--- src/rtl/mc_controller.sv ---
// mc_controller: multi-cycle instruction sequencer (Moore FSM) for a RISC-V style core.
//
// Optional feature macro: MC_JAL_EN
//   defined   -> jal (op 1101111) is decoded and sequenced through the JAL state
//   undefined -> jal is treated as an unsupported opcode and lands in ILLEGAL
//
// Ports
//   clk         in   1  single clock, rising edge
//   rst_n       in   1  synchronous active-low reset
//   op          in   7  opcode from instruction register
//   funct3      in   3  instruction funct3
//   funct7b5    in   1  instruction bit 30
//   zero        in   1  ALU zero flag
//   mem_ready   in   1  memory completes the current access this cycle
//   mem_req     out  1  memory access request, held until mem_ready
//   pcwrite     out  1  PC write strobe
//   adrsrc      out  1  memory address select
//   memwrite    out  1  memory write strobe
//   irwrite     out  1  instruction register write strobe
//   regwrite    out  1  register file write strobe
//   resultsrc   out  2  result mux select
//   alusrca     out  2  ALU A mux select
//   alusrcb     out  2  ALU B mux select
//   immsrc      out  2  immediate format select (from op only)
//   alucontrol  out  3  ALU operation
//   illegal     out  1  sticky unsupported-opcode flag
//   state       out  4  current state code (debug)
//
// state    | meaning
// ---------+----------------------------------------------------
// FETCH    | request instruction word, bump PC when it arrives
// DECODE   | compute branch/jump target, dispatch on opcode
// MEMADR   | compute load/store effective address
// MEMREAD  | load access in progress
// MEMWB    | write loaded data to register file
// MEMWRITE | store access in progress
// EXECR    | register-register ALU operation
// EXECI    | register-immediate ALU operation
// ALUWB    | write ALU result to register file
// BEQ      | compare, take branch on zero
// JAL      | jump, link address routed via ALUWB
// ILLEGAL  | unsupported opcode, parked until reset
//
// The strobes depend on mem_ready (FETCH) and zero (BEQ) within the same cycle
// and must drop the moment rst_n goes low, so outputs are decoded combinationally
// from the registered state rather than registered themselves.

module mc_controller (
  input  logic       clk,
  input  logic       rst_n,
  input  logic [6:0] op,
  input  logic [2:0] funct3,
  input  logic       funct7b5,
  input  logic       zero,
  input  logic       mem_ready,
  output logic       mem_req,
  output logic       pcwrite,
  output logic       adrsrc,
  output logic       memwrite,
  output logic       irwrite,
  output logic       regwrite,
  output logic [1:0] resultsrc,
  output logic [1:0] alusrca,
  output logic [1:0] alusrcb,
  output logic [1:0] immsrc,
  output logic [2:0] alucontrol,
  output logic       illegal,
  output logic [3:0] state
);

  typedef enum logic [3:0] {
    S_FETCH    = 4'd0,
    S_DECODE   = 4'd1,
    S_MEMADR   = 4'd2,
    S_MEMREAD  = 4'd3,
    S_MEMWB    = 4'd4,
    S_MEMWRITE = 4'd5,
    S_EXECR    = 4'd6,
    S_EXECI    = 4'd7,
    S_ALUWB    = 4'd8,
    S_BEQ      = 4'd9,
    S_JAL      = 4'd10,
    S_ILLEGAL  = 4'd11
  } state_t;

  localparam logic [6:0] OP_LW   = 7'b0000011;
  localparam logic [6:0] OP_SW   = 7'b0100011;
  localparam logic [6:0] OP_RTYP = 7'b0110011;
  localparam logic [6:0] OP_ITYP = 7'b0010011;
  localparam logic [6:0] OP_BEQ  = 7'b1100011;
  localparam logic [6:0] OP_JAL  = 7'b1101111;

  localparam logic [2:0] ALU_ADD = 3'b000;
  localparam logic [2:0] ALU_SUB = 3'b001;
  localparam logic [2:0] ALU_AND = 3'b010;
  localparam logic [2:0] ALU_OR  = 3'b011;
  localparam logic [2:0] ALU_SLT = 3'b101;

  state_t state_q;
  logic   illegal_q;

  logic       mem_req_d, pcwrite_d, memwrite_d, irwrite_d, regwrite_d;
  logic [2:0] funct_alu;

  always_ff @(posedge clk) begin
    if (!rst_n) begin
      state_q   <= S_FETCH;
      illegal_q <= 1'b0;
    end else begin
      case (state_q)
        S_FETCH:    if (mem_ready) state_q <= S_DECODE;
        S_DECODE: begin
          case (op)
            OP_LW, OP_SW: state_q <= S_MEMADR;
            OP_RTYP:      state_q <= S_EXECR;
            OP_ITYP:      state_q <= S_EXECI;
            OP_BEQ:       state_q <= S_BEQ;
`ifdef MC_JAL_EN
            OP_JAL:       state_q <= S_JAL;
`endif
            default: begin
              state_q   <= S_ILLEGAL;
              illegal_q <= 1'b1;
            end
          endcase
        end
        // op[5] separates sw (0100011) from lw (0000011)
        S_MEMADR:   state_q <= op[5] ? S_MEMWRITE : S_MEMREAD;
        S_MEMREAD:  if (mem_ready) state_q <= S_MEMWB;
        S_MEMWB:    state_q <= S_FETCH;
        S_MEMWRITE: if (mem_ready) state_q <= S_FETCH;
        S_EXECR:    state_q <= S_ALUWB;
        S_EXECI:    state_q <= S_ALUWB;
        S_ALUWB:    state_q <= S_FETCH;
        S_BEQ:      state_q <= S_FETCH;
        S_JAL:      state_q <= S_ALUWB;
        S_ILLEGAL:  state_q <= S_ILLEGAL;
        default:    state_q <= S_FETCH;
      endcase
    end
  end

  // Subtract only for R-type (op[5]=1) with bit 30 set; addi never subtracts.
  always_comb begin
    case (funct3)
      3'b000:  funct_alu = (funct7b5 & op[5]) ? ALU_SUB : ALU_ADD;
      3'b010:  funct_alu = ALU_SLT;
      3'b110:  funct_alu = ALU_OR;
      3'b111:  funct_alu = ALU_AND;
      default: funct_alu = ALU_ADD;
    endcase
  end

  always_comb begin
    case (op)
      OP_LW, OP_ITYP: immsrc = 2'b00;
      OP_SW:          immsrc = 2'b01;
      OP_BEQ:         immsrc = 2'b10;
`ifdef MC_JAL_EN
      OP_JAL:         immsrc = 2'b11;
`endif
      default:        immsrc = 2'b00;
    endcase
  end

  always_comb begin
    mem_req_d  = 1'b0;
    pcwrite_d  = 1'b0;
    memwrite_d = 1'b0;
    irwrite_d  = 1'b0;
    regwrite_d = 1'b0;
    adrsrc     = 1'b0;
    resultsrc  = 2'b00;
    alusrca    = 2'b00;
    alusrcb    = 2'b00;
    alucontrol = ALU_ADD;
    case (state_q)
      S_FETCH: begin
        mem_req_d = 1'b1;
        alusrcb   = 2'b10;
        resultsrc = 2'b10;
        irwrite_d = mem_ready;
        pcwrite_d = mem_ready;
      end
      S_DECODE: begin
        alusrca = 2'b01;
        alusrcb = 2'b01;
      end
      S_MEMADR: begin
        alusrca = 2'b10;
        alusrcb = 2'b01;
      end
      S_MEMREAD: begin
        mem_req_d = 1'b1;
        adrsrc    = 1'b1;
      end
      S_MEMWB: begin
        resultsrc  = 2'b01;
        regwrite_d = 1'b1;
      end
      S_MEMWRITE: begin
        mem_req_d  = 1'b1;
        adrsrc     = 1'b1;
        memwrite_d = 1'b1;
      end
      S_EXECR: begin
        alusrca    = 2'b10;
        alucontrol = funct_alu;
      end
      S_EXECI: begin
        alusrca    = 2'b10;
        alusrcb    = 2'b01;
        alucontrol = funct_alu;
      end
      S_ALUWB: regwrite_d = 1'b1;
      S_BEQ: begin
        alusrca    = 2'b10;
        alucontrol = ALU_SUB;
        pcwrite_d  = zero;
      end
      S_JAL: begin
        alusrca   = 2'b01;
        alusrcb   = 2'b10;
        pcwrite_d = 1'b1;
      end
      default: ;
    endcase
  end

  // A pending access is abandoned as soon as reset is asserted, not at the edge.
  assign mem_req  = rst_n & mem_req_d;
  assign pcwrite  = rst_n & pcwrite_d;
  assign memwrite = rst_n & memwrite_d;
  assign irwrite  = rst_n & irwrite_d;
  assign regwrite = rst_n & regwrite_d;
  assign illegal  = illegal_q;
  assign state    = state_q;

endmodule

--- config.mk ---
export PLATFORM = sky130hd
export DESIGN_NAME = mc_controller
export DESIGN_NICKNAME = d
export VERILOG_FILES = /design/src/rtl/mc_controller.sv
export SDC_FILE = /design/constraint.sdc
export NUM_CORES = 1
export LEC_CHECK = 0
export CAP_MARGIN = 20
export CORE_MARGIN = 2
export CORE_UTILIZATION = 40
export CTS_CLUSTER_DIAMETER = 30
export CTS_CLUSTER_SIZE = 24
export DETAILED_ROUTE_END_ITERATION = 8
export PLACE_DENSITY_LB_ADDON = 0.25
export SYNTH_ARGS = -nofsm -noshare
export SYNTH_HDL_FRONTEND = slang
export SYNTH_SLANG_ARGS = --single-unit
--- constraint.sdc ---
create_clock -name clk -period 3.3 [get_ports clk]
set_input_delay 0.66 -clock clk [delete_from_list [all_inputs] [get_ports clk]]
set_output_delay 0.66 -clock clk [all_outputs]
set_load 0.01 [all_outputs]
==> impl_metrics.csv, run 1 <==
group,metric,value,unit
pwr,power.leakage,0.000366,uW
routing,drc_errors,0,
logic_synthesis,synth_top_flop_cell,"dfxtp_1",
global_route,overflow,0,
critical_path,path_cells,"clkdlybuf4s50_1, nand2b_1, o32a_1, nor3b_2, clkdlybuf4s50_1",
final_layout,drive_gt1_frac,0.0909,
logic_synthesis,synth_area_leaders,"dfxtp_1, buf_6, nand2b_1",
placement,io_buffers,36,
hold_path,worstHoldPathType,"reg2reg",
logic_synthesis,syn_inst,86,
timing,fin_crit_sh,0.898,
run,drv_cap,0,
pwr,pwr-share-comb,0.720,
timing,fin_hold_ws,0.460,ns
timing,period_needed,2.96,ns
timing,worstMarginPinSlew,0.582,ns
timing,fmax,0.338,GHz
critical_path,end_kind,"primary output",
floorplanning,rows,14,
critical_path,worstPathRequired,2.64,ns
placement,dp_hpwl,1.29,mm
final_layout,nNetsFinal,137,
timing,final-setup-viol-count,0,
pwr,swShare,0.423,
cts,cts_buffer_depth,2,
critical_path,crit_buf_inv,2,
logic_synthesis,ys_ff_latch,5,
critical_path,crit_fanout,6,
global_route,grt_max_degree,16,
floorplanning,core-area,1510,um2
pwr,power.internal,418,uW
logic_synthesis,synth-seq-area-share,0.157,
routing,drtIter0Drc,13,
final_layout,design_area,996,um2
global_route,grt_pass1_vias,591,
logic_synthesis,yosys_warnings,0,
placement,routabilityCongestion,0.833,
floorplanning,chipHeight,43.9,um
critical_path,max_stage_delay,0.55,ns
global_route,grt_usage,0.194,
pwr,power_switching,307,uW
logic_synthesis,async_reset_ff_frac,0,
floorplanning,start_util,0.422,
logic_synthesis,yosys.area.top_type,"dfxtp_1",
routing,avgRoutedWirePerCell,12.8,um
logic_synthesis,yosysTopAreaCellShare,0.157,
pwr,power.density,728,nW/um2
global_route,grt_pass1_wl,2.77,mm
routing,wirelength,1.76,mm
cts,cts-root-buf,"clkbuf_4",
floorplanning,die_area,1920,um2
cts,cts_tree,"done",
timing,rsz0062_at_grt,"no",
cts,clock_sinks,5,
routing,post_drt_via_cell_ratio,5.46,
cts,cts-resized-gates,0,
floorplanning,io_pins,37,
cts,ctsHoldBuffers,0,
critical_path,critPathLaunchType,"input port",
global_route,antenna_found_initial,0,
cts,post_cts_buffers,0,
pwr,clockPowerShare,0.099,
timing,maxSlewViolCount,0,
cts,cts_max_level,1,
logic_synthesis,synth-edff-count,0,
final_layout,antenna_cells,0,
timing,slew_headroom,0.612,
cts,clock_latency,0.24,ns
logic_synthesis,syn-mean-instance-area,7.39,um2
critical_path,worstSetupPathType,"in2out",
critical_path,crit_family,"buffers and inverters",
pwr,ir_drop,0.000407,V
timing,setup_tns,0,ns
floorplanning,die_w,43.9,um
logic_synthesis,yosysUniqueCellTypes,36,
logic_synthesis,syn_nets,101,
routing,drtPass1Iterations,4,
logic_synthesis,syn_area,636,um2
timing,hold_viol,0,
critical_path,critPathSlowestCell,"clkdlybuf4s50_1",
final_layout,syn_to_final_growth,56.7,%
placement,dpl_cell_area,970,um2
logic_synthesis,synthTopCellsByCount,"a21oi_1, nand2_1, nor2_1, nand2b_1",
critical_path,cp.arrival,2.30,ns
cts,cts_inserted_buffers,3,
routing,ant_nets,0,
pwr,p_seq_frac,0.181,
timing,clock_skew,0.00290,ns
critical_path,path_common_cell,"clkdlybuf4s50_1",
status,status,"finished clean",
routing,via_count,748,
cts,clkSlewWorstSetupHoldPaths,0.04,ns
-- sequential cells by signal, summed over array words and instances, names as in the netlist --
register,count
state,4
illegal,1
-- final cells by class --
type / count / area, um2
Tap cell: 16 / 20.0
Inverter: 2 / 7.51
Fill cell: 150 / 510
Multi-Input combinational cell: 72 / 467
Timing Repair Buffer: 38 / 375
Sequential cell: 5 / 100
Clock buffer: 4 / 26.3
-- cell usage in the layout, fill, tap and decap left out, types with 2 or more instances in the layout --
cell	instances
a21oi_1	8
and2b_1	2
and3_1	3
mux2i_1	2
buf_4	2
nand3_1	2
xor2_1	2
and2_1	2
nor3_1	5
o31a_1	2
nor2_1	8
o21a_1	2
dfxtp_1	5
clkbuf_4	3
nand2_1	8
inv_1	2
o21ai_0	2
nand2b_1	7
o32ai_1	2
clkdlybuf4s50_1	36
-- power by group through the flow --
stage               sequential [uW]  clock, uW  combinational [uW]
floorplan                       106          0                 354
finish                          131       71.5                 523
global placement                131          0                 519
global route                    135       82.6                 571
detailed placement              132          0                 522
CTS                             131       73.0                 525
-- path summary, 6_finish.rpt --
check	startpoint	cells after the start	end	slack [ns]
hold / removal	illegal$_SDFFE_PN0P_	1	illegal$_SDFFE_PN0P_	0.46
setup / recovery	mem_ready	5	pcwrite	0.34
hold reg to reg	illegal$_SDFFE_PN0P_	1	illegal$_SDFFE_PN0P_	0.46
setup reg to reg	state[0]$_SDFFE_PN0P_	4	state[2]$_SDFFE_PN0P_	1.86
-- cell families after synthesis --
| logic type | Yosys count | synth area share |
|---|---|---|
| AOI/OAI and AO/OA | 22 | 0.254 |
| muxes | 2 | 0.0315 |
| xor gates and xnor gates | 3 | 0.0413 |
| and+or+nand+nor | 45 | 0.407 |
| buffers and inverters | 9 | 0.108 |
| DFF | 5 | 0.157 |
-- per-stage QoR --
step / cells / power, uW / util / worst slack [ns]
global placement: 133 / 650 / 0.644 / 0.361
global route: 137 / 789 / 0.661 / 0.259
detailed placement: 133 / 654 / 0.644 / 0.348
floorplan: 86 / 460 / - / 1.37
finish: 137 / 726 / 0.661 / 0.338
CTS: 137 / 729 / 0.661 / 0.341
-- worst register-to-register path: stages (launching register included) --
cell	delay (ns)
dfxtp_1	0.46
buf_4	0.24
and2b_1	0.22
o311ai_1	0.27
o32ai_1	0.13
-- routing by layer --
metal,vias to the layer above,wire length [um],track usage
li1,381,-,-
met1,328,784,0.259
met2,35,807,0.288
met3,4,133,0.0500
met4,0,31,0.0909
met5,-,0,0
Power figures use the tool's default switching activity.
==> run 2, diff against run 1 <==
Settings changed: CAP_MARGIN 20 to 0.
==> results of run 2 <==
The final DEF is identical to that of run 1; final timing and power are the same.
